File: src/rtl/cam_mac_sequencer.sv
// cam_mac_sequencer: phase sequencer for the CAM floating-point MAC array.
// It walks the array through store, exponent add, Emax store/output,
// mantissa alignment and the partial-product loop. Every output comes
// straight from a flop, and the next-cycle values are computed in one place.
module cam_mac_sequencer #(
  parameter int EXP_W       = 8,
  parameter int MAN_W       = 8,
  parameter int SHIFT_STEPS = 10,
  parameter int PSUM_W      = 16,
  parameter int IDX_W       = 5
) (
  input  logic             clk,
  input  logic             rst,
  input  logic             start,
  input  logic             align_bypass,
  input  logic             stall,
  input  logic             abort,
  output logic [3:0]       state_ctrl,
  output logic [10:0]      phase,
  output logic [IDX_W-1:0] loop_idx,
  output logic [IDX_W-1:0] psum_idx,
  output logic             busy,
  output logic             start_ready,
  output logic             done
);

  typedef enum logic [3:0] {
    ST_IDLE       = 4'b0000,
    ST_STORE      = 4'b0001,
    ST_EXP_CS     = 4'b0010,
    ST_EXP_BIT    = 4'b0011,
    ST_STORE_EMAX = 4'b0100,
    ST_EMAX_ADD   = 4'b0101,
    ST_FIND       = 4'b0110,
    ST_SHIFT      = 4'b0111,
    ST_PMUL       = 4'b1000,
    ST_PSUM       = 4'b1001,
    ST_DONE       = 4'b1111
  } state_e;

  // Last value that each loop counter reaches before its phase group ends.
  localparam logic [IDX_W-1:0] EXP_LAST   = IDX_W'(EXP_W - 1);
  localparam logic [IDX_W-1:0] SHIFT_LAST = IDX_W'(SHIFT_STEPS - 1);
  localparam logic [IDX_W-1:0] MAN_LAST   = IDX_W'(MAN_W - 1);
  localparam logic [IDX_W-1:0] PSUM_LAST  = IDX_W'(PSUM_W - 1);
  localparam logic [IDX_W-1:0] IDX_ONE    = IDX_W'(1);

  state_e           state_r;
  state_e           state_s;
  logic [IDX_W-1:0] loop_idx_r;
  logic [IDX_W-1:0] loop_idx_s;
  logic [IDX_W-1:0] psum_idx_r;
  logic [IDX_W-1:0] psum_idx_s;
  logic             bypass_r;
  logic             bypass_s;
  logic [10:0]      phase_r;
  logic             busy_r;
  logic             start_ready_r;
  logic             done_r;

  // Map a state to its one-hot strobe; the DONE code (1111) owns bit 10.
  function automatic logic [10:0] phase_of(input state_e s);
    logic [10:0] p;
    case (s)
      ST_IDLE:       p = 11'b000_0000_0001;
      ST_STORE:      p = 11'b000_0000_0010;
      ST_EXP_CS:     p = 11'b000_0000_0100;
      ST_EXP_BIT:    p = 11'b000_0000_1000;
      ST_STORE_EMAX: p = 11'b000_0001_0000;
      ST_EMAX_ADD:   p = 11'b000_0010_0000;
      ST_FIND:       p = 11'b000_0100_0000;
      ST_SHIFT:      p = 11'b000_1000_0000;
      ST_PMUL:       p = 11'b001_0000_0000;
      ST_PSUM:       p = 11'b010_0000_0000;
      ST_DONE:       p = 11'b100_0000_0000;
      default:       p = 11'b000_0000_0001;
    endcase
    return p;
  endfunction

  // Next state and loop counters; abort beats stall, and stall beats start.
  always_comb begin
    state_s    = state_r;
    loop_idx_s = loop_idx_r;
    psum_idx_s = psum_idx_r;
    bypass_s   = bypass_r;
    if (abort) begin
      state_s    = ST_IDLE;
      loop_idx_s = '0;
      psum_idx_s = '0;
    end else if (stall) begin
      state_s    = state_r;
      loop_idx_s = loop_idx_r;
      psum_idx_s = psum_idx_r;
    end else begin
      case (state_r)
        ST_IDLE: begin
          if (start) begin
            state_s    = ST_STORE;
            bypass_s   = align_bypass;
            loop_idx_s = '0;
            psum_idx_s = '0;
          end else begin
            state_s = ST_IDLE;
          end
        end
        ST_STORE: begin
          state_s = ST_EXP_CS;
        end
        ST_EXP_CS: begin
          state_s    = ST_EXP_BIT;
          loop_idx_s = '0;
        end
        ST_EXP_BIT: begin
          if (loop_idx_r == EXP_LAST) begin
            state_s    = ST_STORE_EMAX;
            loop_idx_s = '0;
          end else begin
            loop_idx_s = loop_idx_r + IDX_ONE;
          end
        end
        ST_STORE_EMAX: begin
          state_s    = ST_EMAX_ADD;
          loop_idx_s = '0;
        end
        ST_EMAX_ADD: begin
          if (loop_idx_r == EXP_LAST) begin
            state_s    = bypass_r ? ST_PMUL : ST_FIND;
            loop_idx_s = '0;
          end else begin
            loop_idx_s = loop_idx_r + IDX_ONE;
          end
        end
        ST_FIND: begin
          // FIND and SHIFT of one alignment step share the same index.
          state_s = ST_SHIFT;
        end
        ST_SHIFT: begin
          if (loop_idx_r == SHIFT_LAST) begin
            state_s    = ST_PMUL;
            loop_idx_s = '0;
          end else begin
            state_s    = ST_FIND;
            loop_idx_s = loop_idx_r + IDX_ONE;
          end
        end
        ST_PMUL: begin
          state_s    = ST_PSUM;
          psum_idx_s = '0;
        end
        ST_PSUM: begin
          if (psum_idx_r == PSUM_LAST) begin
            psum_idx_s = '0;
            if (loop_idx_r == MAN_LAST) begin
              state_s    = ST_DONE;
              loop_idx_s = '0;
            end else begin
              state_s    = ST_PMUL;
              loop_idx_s = loop_idx_r + IDX_ONE;
            end
          end else begin
            psum_idx_s = psum_idx_r + IDX_ONE;
          end
        end
        ST_DONE: begin
          loop_idx_s = '0;
          psum_idx_s = '0;
          if (start) begin
            state_s  = ST_STORE;
            bypass_s = align_bypass;
          end else begin
            state_s = ST_IDLE;
          end
        end
        default: begin
          state_s    = ST_IDLE;
          loop_idx_s = '0;
          psum_idx_s = '0;
        end
      endcase
    end
  end

  // Register the state, counters and all status outputs derived from the next state.
  always_ff @(posedge clk or posedge rst) begin
    if (rst) begin
      state_r       <= ST_IDLE;
      loop_idx_r    <= '0;
      psum_idx_r    <= '0;
      bypass_r      <= 1'b0;
      phase_r       <= 11'b000_0000_0001;
      busy_r        <= 1'b0;
      start_ready_r <= 1'b1;
      done_r        <= 1'b0;
    end else begin
      state_r       <= state_s;
      loop_idx_r    <= loop_idx_s;
      psum_idx_r    <= psum_idx_s;
      bypass_r      <= bypass_s;
      phase_r       <= phase_of(state_s);
      busy_r        <= (state_s != ST_IDLE);
      start_ready_r <= (state_s == ST_IDLE) || (state_s == ST_DONE);
      done_r        <= (state_s == ST_DONE);
    end
  end

  assign state_ctrl  = state_r;
  assign phase       = phase_r;
  assign loop_idx    = loop_idx_r;
  assign psum_idx    = psum_idx_r;
  assign busy        = busy_r;
  assign start_ready = start_ready_r;
  assign done        = done_r;

endmodule

File: config.mk
export PLATFORM = sky130hd
export DESIGN_NAME = cam_mac_sequencer
export DESIGN_NICKNAME = d
export VERILOG_FILES = /design/src/rtl/cam_mac_sequencer.sv
export SDC_FILE = /design/constraint.sdc
export NUM_CORES = 1
export LEC_CHECK = 0
export CAP_MARGIN = 15
export CORE_AREA = 2 2 58 60
export CTS_BUF_LIST = sky130_fd_sc_hd__clkbuf_2
export DETAILED_ROUTE_END_ITERATION = 16
export DIE_AREA = 0 0 60 62
export GPL_TIMING_DRIVEN = 0
export PLACE_DENSITY = 0.84
export SYNTH_ARGS = -nofsm -noshare
export SYNTH_HDL_FRONTEND = slang
export SYNTH_SLANG_ARGS = --single-unit
File: constraint.sdc
create_clock -name clk -period 6.5 [get_ports clk]
set_input_delay 0.975 -clock clk [delete_from_list [all_inputs] [get_ports clk]]
set_output_delay 0.975 -clock clk [all_outputs]
set_load 0.01 [all_outputs]
==> results of run 1 <==
## how the worst min path moves through the flow
stage | depth (start not counted) | to | startpoint | slack, ps
3_3_place_gp | 1 | psum_idx[4] | psum_idx[4] | 490
6_report | 1 | psum_idx[4] | psum_idx[4] | 560
3_5_place_dp | 1 | psum_idx[4] | psum_idx[4] | 520
5_1_grt | 1 | psum_idx[4] | psum_idx[4] | 580
2_1_floorplan | 1 | bypass_r | bypass_r | 520
4_1_cts | 1 | psum_idx[4] | psum_idx[4] | 560
## final cells by class
cell class | count | area share [%]
sequential | 29 | 33.72
timing repair buffer | 34 | 16.57
multi-input combinational | 126 | 38.93
buffer | 7 | 3.360
clock buffer | 5 | 1.159
tap | 46 | 2.665
clock inverter | 3 | 1.912
inverter | 9 | 1.680
## synthesized netlist by cell type, drive strengths merged, types with 3 or more instances
library cell,number
clkbuf,4
buf,3
inv,7
o31ai,3
a31oi,3
or3,3
dfrtp,27
nor3,4
nor2b,8
a21oi,3
ha,3
nand2,14
nand3,9
nand2b,4
or2,3
nor2,16
o21ai,13
## layout by cell type (no fill, tap or decap), types with 2 or more instances in the layout
master	n
a21oi_1	3
a22oi_1	2
a31oi_1	3
a32o_1	2
buf_6	2
clkbuf_2	5
clkbuf_8	3
clkdlybuf4s50_1	33
clkinv_2	2
dfrtp_1	27
dfstp_2	2
ha_1	3
inv_1	6
nand2_1	13
nand2b_1	4
nand3_1	9
nand4b_1	2
nand4bb_1	2
nor2_1	16
nor2b_1	7
nor3_1	4
o211ai_1	2
o21a_1	2
o21ai_0	12
o22ai_1	2
o31ai_1	2
or2_2	2
or3_1	2
## power by group through the flow
| stage | clock, uW | combinational [uW] | sequential, uW |
|---|---|---|---|
| global route | 139 | 59.5 | 192 |
| finish | 129 | 53.9 | 191 |
| global placement | 0 | 50.0 | 194 |
| CTS | 130 | 51.8 | 191 |
| floorplan | 0 | 30.3 | 195 |
| detailed placement | 0 | 51.3 | 194 |
## sequential cells by signal (all words and copies together) (netlist names)
signal,cells
start_ready,1
phase,11
psum_idx,5
busy,1
done,1
state_ctrl,4
loop_idx,5
bypass_r,1
## per-stage QoR
stage	instances	setup WS (ps)	utilization (%)	hold WS, ps
2_1_floorplan	171	4230	-	518.2
3_3_place_gp	250	3530	64.97	490.6
3_5_place_dp	250	3513	64.97	519.4
4_1_cts	258	3895	67.06	559.1
5_1_grt	259	3792	67.93	582.5
6_report	259	3876	67.93	557.7
## routing by layer
metal,wire (um),vias up,track usage [%]
met5,0,-,0
met4,46,0,6.349
met1,1684,728,31.08
li1,-,704,-
met2,1987,60,37.11
met3,300,6,7.039
## cell families after synthesis
family	Yosys count	synth area share [%]
flip-flops	29	43.40
adder cells (fa/ha/maj)	3	2.237
buffers and inverters	16	6.487
multiplexers	2	1.268
AO/OA/AOI/OAI	44	19.84
AND/OR/NAND/NOR	75	25.73
XOR/XNOR	2	1.044
==> impl_metrics.ini, run 1 <==
[placed_design]
dp_hpwl_um = 2877
numPortBuffers = 33
post_dp_cell_area_um2 = 2066
place.gp.congestion = 0.9745

[routing]
wirelength_um = 4019
drtIter0Drc = 90
routedWlPerCell_um = 15.52
vias_per_cell = 5.784
first_pass_iters = 4
drc_errors = 0
ant_nets = 0
routed-via-count = 1498

[synthesis]
yosys-top-cells-area = dfrtp_1 (40%), o21ai_0 (3.6%), nor2_1 (3.6%), dfstp_2 (3.1%), nand2_1 (2.9%)
ys.warnings.count = 0
synth_nets = 180
async_reset_ff_share_pct = 100.0
syn_area_um2 = 1678
ys.flop_type = dfrtp_1
synth_top_area_share_pct = 40.27
ys_types = 61
synthCells = 171
ys_ff_latch = 29
ys_seq_area_share_pct = 43.40
synth-edff-count = 0
yosysTopAreaCell = dfrtp_1
syn_area_per_cell_um2 = 9.812

[clocking]
clkSlewWorstSetupHoldPaths_ps = 160
cts_resized = 0
cts_buffers = 5
clockRootBuffer = clkbuf_2
htree_levels = 2
cts_hold_buf = 0
cts_buffer_depth = 2
cts_setup_buffers = 0
clock-sinks = 29
cts_tree = done
clk-insertion-delay-late_ps = 370

[sta]
skew_ps = 10.01
maxSlewHeadroom_pct = 58.34
fin_tns_setup_ps = 0
drv_slew = 0
rsz0062_at_grt = false
fmax_mhz = 381.1
worst_pin_slew_ps = 609.2
period_share_pct = 40.37
finalSetupViolations = 0
layout_min_cycle_time_ps = 2624
hold_viol_final = 0

[critical_path]
crit_end = phase[0]
cp.arrival_ps = 2920
critical_path_class = input pin to flip-flop
crit_family = simple AND/OR/NAND/NOR gates
cp_slowest_cell = clkdlybuf4s50_1
cpPeakStageDelay_ps = 660
worstPathMaxFanout = 9
crit_path_end_kind = flip-flop
path_cells = clkdlybuf4s50_1 -> or2b_2 -> nand3_1 -> a311o_1 -> nand2_2 -> inv_2 -> or3_4 -> o31ai_2
cp_num_buf_inv = 2
r2r_end = phase[0]
start_kind = input pin
crit_start = abort
worst_r2r_path_depth = 9
reg2reg_slack_ps = 4130
r2r-start = loop_idx[0]
worstPathRequired_ps = 6800
path_depth = 8

[layout]
area.sequential_um2 = 728.2
fill_cells = 248
synthToLayoutAreaGrowth_pct = 28.71
antenna_cells = 0
final_nets = 221
final_area_um2 = 2160
multi_input_area_um2 = 840.8
drive_above_1_share_pct = 17.37

[power_and_ir_drop]
p_int_uw = 276.6
power_density_nw_per_um2 = 172.9
seq_power_share_pct = 51.0
ir_worst_vdd_uv = 165.8
power_uw = 373.5
pwr-share-clk_pct = 34.5
switching_share_pct = 25.95
p_sw_uw = 96.92
power_frac_comb_pct = 14.4
cellLeakagePower_uw = 0.0009055

[global_route]
grt_pass1_vias = 1408
grt_start_max_net_pins = 30
grt_usage_pct = 23.27
antenna_found_initial = 0
grt_pass1_wl_um = 6430
grt-ovfl-total = 0

[floorplan]
die_h_um = 62
die_x_um = 60
die_area_um2 = 3720
io_pins = 34
fp-row-count = 21
coreArea_um2 = 3179
start_util_pct = 52.77

[flow_run]
drv_cap = 0

[worst_hold_path]
hold_path.class = flip-flop to flip-flop

[status]
status = finished, final reports clean
Power figures use the tool's default switching activity.
==> run 2, diff against run 1 <==
--- a/config.mk
+++ b/config.mk
@@ -6,12 +6,12 @@
 export NUM_CORES = 1
 export LEC_CHECK = 0
 export CAP_MARGIN = 15
-export CORE_AREA = 2 2 58 60
+export CORE_AREA = 2 2 63 65
 export CTS_BUF_LIST = sky130_fd_sc_hd__clkbuf_2
 export DETAILED_ROUTE_END_ITERATION = 16
-export DIE_AREA = 0 0 60 62
+export DIE_AREA = 0 0 65 67
 export GPL_TIMING_DRIVEN = 0
-export PLACE_DENSITY = 0.84
+export PLACE_DENSITY = 0.75
 export SYNTH_ARGS = -nofsm -noshare
 export SYNTH_HDL_FRONTEND = slang
 export SYNTH_SLANG_ARGS = --single-unit
==> constraint.sdc (replaced) <==
create_clock -name clk -period 2.15 [get_ports clk]
set_input_delay 0.3225 -clock clk [delete_from_list [all_inputs] [get_ports clk]]
set_output_delay 0.3225 -clock clk [all_outputs]
set_load 0.01 [all_outputs]
==> run 2 against run 1 <==
  * The run now ends with setup timing left
  * Global-route usage down 1.2 points
  * Non-clock buffer count increased by 18
  * Clock-buffer cell count did not move
  * Hold slack got worse by 380 ps
  * Combinational power rose to 3.6 times the previous value
  * Critical endpoint unchanged
  * Sequential cell count is the same
  * Sequential share of layout area is 3.5 points lower
  * Wire length rose by 12%
  * Cell area is 12% higher
  * Worst setup slack got worse by 3900 ps
  * Sequential power grew to 3.0 times the previous value
==> impl_metrics.ini, run 2 (synthesis results as in run 1) <==
[status]
status = finished with violations
violations = setup timing

[critical_path]
crit_path_end_kind = flip-flop
r2r_end = phase[0]
crit_start = loop_idx[1]
reg2reg_slack_ps = -20
worstPathMaxFanout = 6
r2r-start = loop_idx[1]
start_kind = flip-flop
crit_end = phase[0]
worst_r2r_path_depth = 9
worstPathRequired_ps = 2460
critical_path_class = flip-flop to flip-flop
cp.arrival_ps = 2480

[power_and_ir_drop]
cellLeakagePower_uw = 0.001041
power_uw = 1172
ir_worst_vdd_uv = 364.7
power_density_nw_per_um2 = 485.9

[clocking]
clkSlewWorstSetupHoldPaths_ps = 170
cts_buffers = 5
clockRootBuffer = clkbuf_2
cts_buffer_depth = 2
cts_tree = done
clock-sinks = 29
clk-insertion-delay-late_ps = 390
htree_levels = 2
cts_hold_buf = 0

[global_route]
antenna_found_initial = 0
grt_usage_pct = 22.09
grt_pass1_vias = 1528
grt_start_max_net_pins = 30
grt_pass1_wl_um = 7389
grt-ovfl-total = 0

[sta]
layout_setup_ws_ps = -17.17
rsz0062_at_grt = true
layout_min_cycle_time_ps = 2167
fmax_mhz = 461.4
finalSetupViolations = 3
hold_viol_final = 0
timing.hold.ws_ps = 175.7
skew_ps = 16.99
drv_slew = 0
worst_pin_slew_ps = 438.6
maxSlewHeadroom_pct = 70.67
fin_tns_setup_ps = -30.42
period_share_pct = 100.8

[routing]
routedWlPerCell_um = 16.19
drc_errors = 0
wirelength_um = 4517
first_pass_iters = 4
ant_nets = 0
drtIter0Drc = 118
vias_per_cell = 5.677
routed-via-count = 1584

[layout]
final_common_cell = clkdlybuf4s50_1
antenna_cells = 0
largest_register_ffs = 11
synthToLayoutAreaGrowth_pct = 43.77
final_nets = 239
layout_common_cells = clkdlybuf4s50_1 (33), dfrtp_1 (26), buf_4 (16)
final_area_um2 = 2412
drive_above_1_share_pct = 31.60
final_cells = 279

[floorplan]
die_area_um2 = 4355
io_pins = 34
die_x_um = 65
die_h_um = 67
start_util_pct = 46.53
coreArea_um2 = 3606
fp-row-count = 22

[placed_design]
place_inst = 252
post_dp_cell_area_um2 = 2082
numPortBuffers = 33
place.gp.congestion = 0.8903
dp_hpwl_um = 2901

[flow_run]
drv_cap = 0

[worst_hold_path]
hold_path.class = input pin to asynchronous set/reset pin
==> run 2: timing repair <==
item / 4_1_cts / 5_1_grt
cloned: 0 / 1
setup endpoints to repair: 7 / 16
gates resized for setup: 10 / 18
setup buffers: 11 / 6
pin swaps: 10 / 6
==> run 2: worst min-delay path by stage <==
stage,from,to,slack (ps),cells past startpoint
floorplan,rst,busy,400,1
global placement,psum_idx[4],psum_idx[4],490,1
detailed placement,psum_idx[4],psum_idx[4],510,1
CTS,align_bypass,bypass_r,530,2
global route,rst,psum_idx[4],190,2
finish,rst,psum_idx[4],180,2
==> run 2: final cells by class <==
class                      instances  area, um2
buffer                             7      80.08
sequential                        29      729.5
inverter                           9      43.79
multi-input combinational        126      938.4
clock inverter                     3      41.29
timing repair buffer              52      494.2
clock buffer                       5      25.02
tap                               48      60.06
fill                             278       1194
==> run 2: per-layer routing <==
layer  track usage [%]  wire [um]  vias up
met5                 0          0        -
met4             8.511         76        0
met3             6.081        212       11
met2             36.98       2340       43
met1             27.03       1887      790
li1                  -          -      740
==> run 2: worst max-delay path, cell delays in order, from the launching register on <==
cell	delay (ps)
dfrtp_1	460
ha_4	190
and4bb_1	190
buf_6	130
a32o_1	220
a311o_1	300
nand2_2	110
inv_4	50
or3_4	350
o31ai_2	70
==> run 2: power breakdown <==
| group | internal (uW) | leakage (uW) | total, uW | switching, uW |
|---|---|---|---|---|
| combinational | 95.3 | 0.000612 | 195 | 99.7 |
| clock | 192 | 0.0000366 | 401 | 208 |
| sequential | 566 | 0.000392 | 577 | 11.0 |
| total | 853 | 0.00104 | 1170 | 319 |
==> run 2: through the flow <==
stage	setup slack, ps	utilization, %
after floorplan	4.948	-
after global placement	-201.5	57.74
after detailed placement	-211.3	57.74
after CTS	-15.01	62.91
after global routing	-72.28	66.90
final	-17.17	66.90
